===== src/rtl/demux_1_to_2_nbit_reg.sv =====
// rtl/demux_1_to_2_nbit_reg.sv - registered 1-to-2 demux into two valid/ready holding registers
// Each output is a single-entry skid-free register driven by its own EMPTY/FULL FSM.
module demux_1_to_2_nbit_reg #(
  parameter int DATA_WIDTH = 32,
  parameter int CNT_WIDTH  = 8
) (
  input  logic                  clk,
  input  logic                  reset_n,
  input  logic                  in_valid,
  output logic                  in_ready,
  input  logic                  select,
  input  logic [DATA_WIDTH-1:0] in_data,
  output logic [DATA_WIDTH-1:0] out0,
  output logic                  out0_valid,
  input  logic                  out0_ready,
  output logic [DATA_WIDTH-1:0] out1,
  output logic                  out1_valid,
  input  logic                  out1_ready,
  output logic [CNT_WIDTH-1:0]  out0_count,
  output logic [CNT_WIDTH-1:0]  out1_count
);

  typedef enum logic {
    ST_EMPTY = 1'b0,
    ST_FULL  = 1'b1
  } state_t;

  state_t                r_state0;
  state_t                r_state1;
  state_t                w_state0_nxt;
  state_t                w_state1_nxt;
  logic [DATA_WIDTH-1:0] r_data0;
  logic [DATA_WIDTH-1:0] r_data1;
  logic [CNT_WIDTH-1:0]  r_cnt0;
  logic [CNT_WIDTH-1:0]  r_cnt1;
  logic                  w_full0;
  logic                  w_full1;
  logic                  w_in_ready;
  logic                  w_wr0;
  logic                  w_wr1;

  assign w_full0 = (r_state0 == ST_FULL);
  assign w_full1 = (r_state1 == ST_FULL);

  // A full register can still accept when its consumer drains it this cycle.
  assign w_in_ready = select ? (!w_full1 || out1_ready) : (!w_full0 || out0_ready);

  assign w_wr0 = in_valid & w_in_ready & ~select;
  assign w_wr1 = in_valid & w_in_ready &  select;

  always_ff @(posedge clk or negedge reset_n) begin
    if (!reset_n) begin
      r_state0 <= ST_EMPTY;
      r_state1 <= ST_EMPTY;
    end else begin
      r_state0 <= w_state0_nxt;
      r_state1 <= w_state1_nxt;
    end
  end

  always_comb begin
    w_state0_nxt = r_state0;
    case (r_state0)
      ST_EMPTY: if (w_wr0) w_state0_nxt = ST_FULL;
      ST_FULL:  if (!w_wr0 && out0_ready) w_state0_nxt = ST_EMPTY;
      default:  w_state0_nxt = ST_EMPTY;
    endcase
  end

  always_comb begin
    w_state1_nxt = r_state1;
    case (r_state1)
      ST_EMPTY: if (w_wr1) w_state1_nxt = ST_FULL;
      ST_FULL:  if (!w_wr1 && out1_ready) w_state1_nxt = ST_EMPTY;
      default:  w_state1_nxt = ST_EMPTY;
    endcase
  end

  // Data is only loaded on a write, so an emptied register keeps its last word.
  always_ff @(posedge clk or negedge reset_n) begin
    if (!reset_n) begin
      r_data0 <= '0;
      r_cnt0  <= '0;
    end else if (w_wr0) begin
      r_data0 <= in_data;
      r_cnt0  <= r_cnt0 + CNT_WIDTH'(1);
    end
  end

  always_ff @(posedge clk or negedge reset_n) begin
    if (!reset_n) begin
      r_data1 <= '0;
      r_cnt1  <= '0;
    end else if (w_wr1) begin
      r_data1 <= in_data;
      r_cnt1  <= r_cnt1 + CNT_WIDTH'(1);
    end
  end

  assign in_ready   = w_in_ready;
  assign out0       = r_data0;
  assign out1       = r_data1;
  assign out0_valid = w_full0;
  assign out1_valid = w_full1;
  assign out0_count = r_cnt0;
  assign out1_count = r_cnt1;

endmodule


===== config.mk =====
export PLATFORM = sky130hd
export DESIGN_NAME = demux_1_to_2_nbit_reg
export DESIGN_NICKNAME = d
export VERILOG_FILES = /design/src/rtl/demux_1_to_2_nbit_reg.sv
export SDC_FILE = /design/constraint.sdc
export NUM_CORES = 1
export LEC_CHECK = 0
export CORE_MARGIN = 1
export CORE_UTILIZATION = 48
export DETAILED_ROUTE_END_ITERATION = 6
export PLACE_DENSITY_LB_ADDON = 0.2
export SYNTH_ARGS = -nofsm -noshare
export SYNTH_HDL_FRONTEND = slang
export SYNTH_SLANG_ARGS = --single-unit
export TNS_END_PERCENT = 50

===== constraint.sdc =====
create_clock -name clk -period 3.4 [get_ports clk]
set_clock_uncertainty 0.2 [all_clocks]
set_input_delay 0.34 -clock clk [delete_from_list [all_inputs] [get_ports clk]]
set_output_delay 0.34 -clock clk [all_outputs]
set_load 0.05 [all_outputs]

==> flow_summary.yaml <==
layout:
  num_antenna_cells: 0
  layout-drive-gt1-share_pct: 13.6
  fill_cells: 449
  num-nets-final: 432
  syn_to_final_growth_pct: 42.5
  final_common_cell: "clkdlybuf4s50_1"
  final_cell_mix: "clkdlybuf4s50_1, nand2_1, dfrtp_1, mux2_4"
timing:
  final.period_utilization_pct: 72.7
  period_minus_slack_ns: 2.47
  worst_slew_margin_rel_pct: 33.5
  rsz0062_at_grt: "no"
  worst_pin_slew_ns: 0.998
  setup_viol: 0
  drv_slew: 0
  finalHoldViolCount: 50
  setup_tns_ns: 0
  max_freq_mhz: 404
  whs_ns: -0.0480
worst_setup_path:
  critical_path.max_fanout: 5
  critPathKind: "input pin to output pin"
  crit_path_frequent_cell: "clkdlybuf4s50_1"
  reg2reg_depth: 4
  path_cells: "clkdlybuf4s50_1 -> mux2_2 -> clkdlybuf4s50_1"
  required_ns: 2.86
  arrival_ns: 1.93
  endpoint_kind: "output pin"
  r2r-start: "out0_valid"
  crit_path_start_kind: "input pin"
  r2r_end: "out0_count[7]"
  r2r_slack_ns: 1.48
  slowest_delay_ns: 0.70
  crit_slowest_cell: "clkdlybuf4s50_1"
die:
  num_io_pins: 121
  die_area_um2: 7260
  initial_core_util_pct: 50.9
  rows: 29
  die_w_um: 85.2
  core-area_um2: 6530
  die_h_um: 85.2
cts:
  cts_root_buffer: "clkbuf_8"
  cts-resized-gates: 0
  cts_tree: "built"
  cts_buffers: 9
  htreeDepth: 3
  post_cts_buffers: 0
  insertion_delay_ns: 0.33
  path_clk_slew_ns: 0.08
  cts_sinks: 82
  ctsHoldBuffers: 0
  cts_buffer_depth: 2
power_and_ir_drop:
  power_density_nw_per_um2: 753
  max-vdd-ir-drop_mv: 0.604
  leakage_nw: 2.20
outcome:
  violations: "negative hold slack"
  status: "complete, but fails checks"
synth:
  netlist_area_um2: 3320
  syn_avg_cell_area_um2: 12.3
  synth.net_count: 311
  synth_top_area_share_pct: 61.7
  yosys-top-cells-area: "dfrtp_1, nand2_1, mux2_4"
  synth_cells: 271
  yosysTopAreaCell: "dfrtp_1"
  ys_types: 22
  synth_warnings: 0
  yosysSeqAreaShare_pct: 61.7
  synth-seq-cells: 82
global_routing:
  grt_max_degree: 83
  grt_pass1_wl_um: 11600
  grt_antenna_before_repair: 0
  grt_pass1_vias: 2399
  grtUsageTotal_pct: 20.6
  globalRoute.totalOverflow: 0
detailed_routing:
  viasPerCell: 4.93
  num_vias: 2339
  drtPass1Iterations: 4
  wl_per_cell_um: 15.0
  final_antenna_net_count: 0
  wl_um: 7120
  drt-initial-drc-count: 66
  drcViolationCount: 0
place:
  portBuffers: 120
  post-dp-hpwl_um: 4710
  gp_congestion: 0.747
job:
  cap_violations: 0
min_path:
  hold_class: "input pin to async pin"
-- worst max path at each step --
stage	startpoint	endpoint	slack (ns)
final	select	in_ready	0.93
after detailed placement	select	in_ready	0.93
after CTS	select	in_ready	0.92
after global placement	select	in_ready	0.95
after global routing	out0_ready	in_ready	0.89
after floorplan	out1_valid	out1[10]	1.58
-- sequential cells by signal, summed over array words and instances, names as in the netlist --
name,count
out1,32
out0_count,8
out0_valid,1
out1_count,8
out1_valid,1
out0,32
-- synthesized netlist by cell type --
master	n
nand2b_4	1
nand4_1	5
xor2_1	4
mux2_4	25
nand2b_1	1
nor4_1	1
and3_4	1
xnor2_1	10
nand3b_1	1
ha_1	2
nand2_1	106
buf_12	3
nand3_1	4
and3b_1	1
and3_1	1
inv_1	1
nor3_1	3
buf_2	8
buf_8	1
mux2_2	9
nor2_1	1
dfrtp_1	82
-- cells by family after synthesis --
group         synth area share (%)
simple gates                  15.9
flops                         61.7
mux                           14.3
xor+xnor                      3.69
buf+inv                       3.58
fa+ha+maj                    0.753
-- report_power, final --
part	switching [mW]	leakage (nW)	total (mW)	internal (mW)
Combinational	0.941	1.09	1.47	0.532
Sequential	0.160	0.997	1.33	1.17
Clock	0.334	0.109	0.766	0.432
Total	1.44	2.20	3.57	2.13
-- through the flow --
| step | cell area [um^2] | setup WS [ns] | std cells | total power [mW] | utilization (%) |
|---|---|---|---|---|---|
| floorplan | 3320 | 1.58 | 271 | 2.29 | - |
| global placement | 4520 | 0.954 | 458 | 2.80 | 69.2 |
| detailed placement | 4520 | 0.925 | 458 | 2.82 | 69.2 |
| CTS | 4740 | 0.924 | 474 | 3.60 | 72.5 |
| global route | 4740 | 0.891 | 474 | 3.71 | 72.5 |
| finish | 4740 | 0.927 | 474 | 3.57 | 72.5 |
-- per-layer routing --
metal / routed length, um / part of all wire, % / vias up / global-route usage, %
met1: 3080 / 43 / 1141 / 26.5
met4: 82 / 1.2 / 0 / 8.01
met2: 3480 / 49 / 81 / 33.7
met3: 480 / 6.7 / 7 / 5.35
li1: - / - / 1110 / -
met5: 0 / 0 / - / 0
-- worst max-delay path: cells and delay by family --
kind	cells	cell delay, ns
buffers and inverters	2	1.24
muxes	1	0.35
-- final cells by class --
class	instances	area [um^2]	share of cell area, %
Clock buffer	11	141	2.98
Sequential cell	82	2050	43.3
Multi-Input combinational cell	176	1150	24.3
Inverter	1	3.75	0.0792
Tap cell	77	96.3	2.03
Clock inverter	5	77.6	1.64
Timing Repair Buffer	122	1210	25.6
No activity file was read; power rests on OpenSTA's default activity.
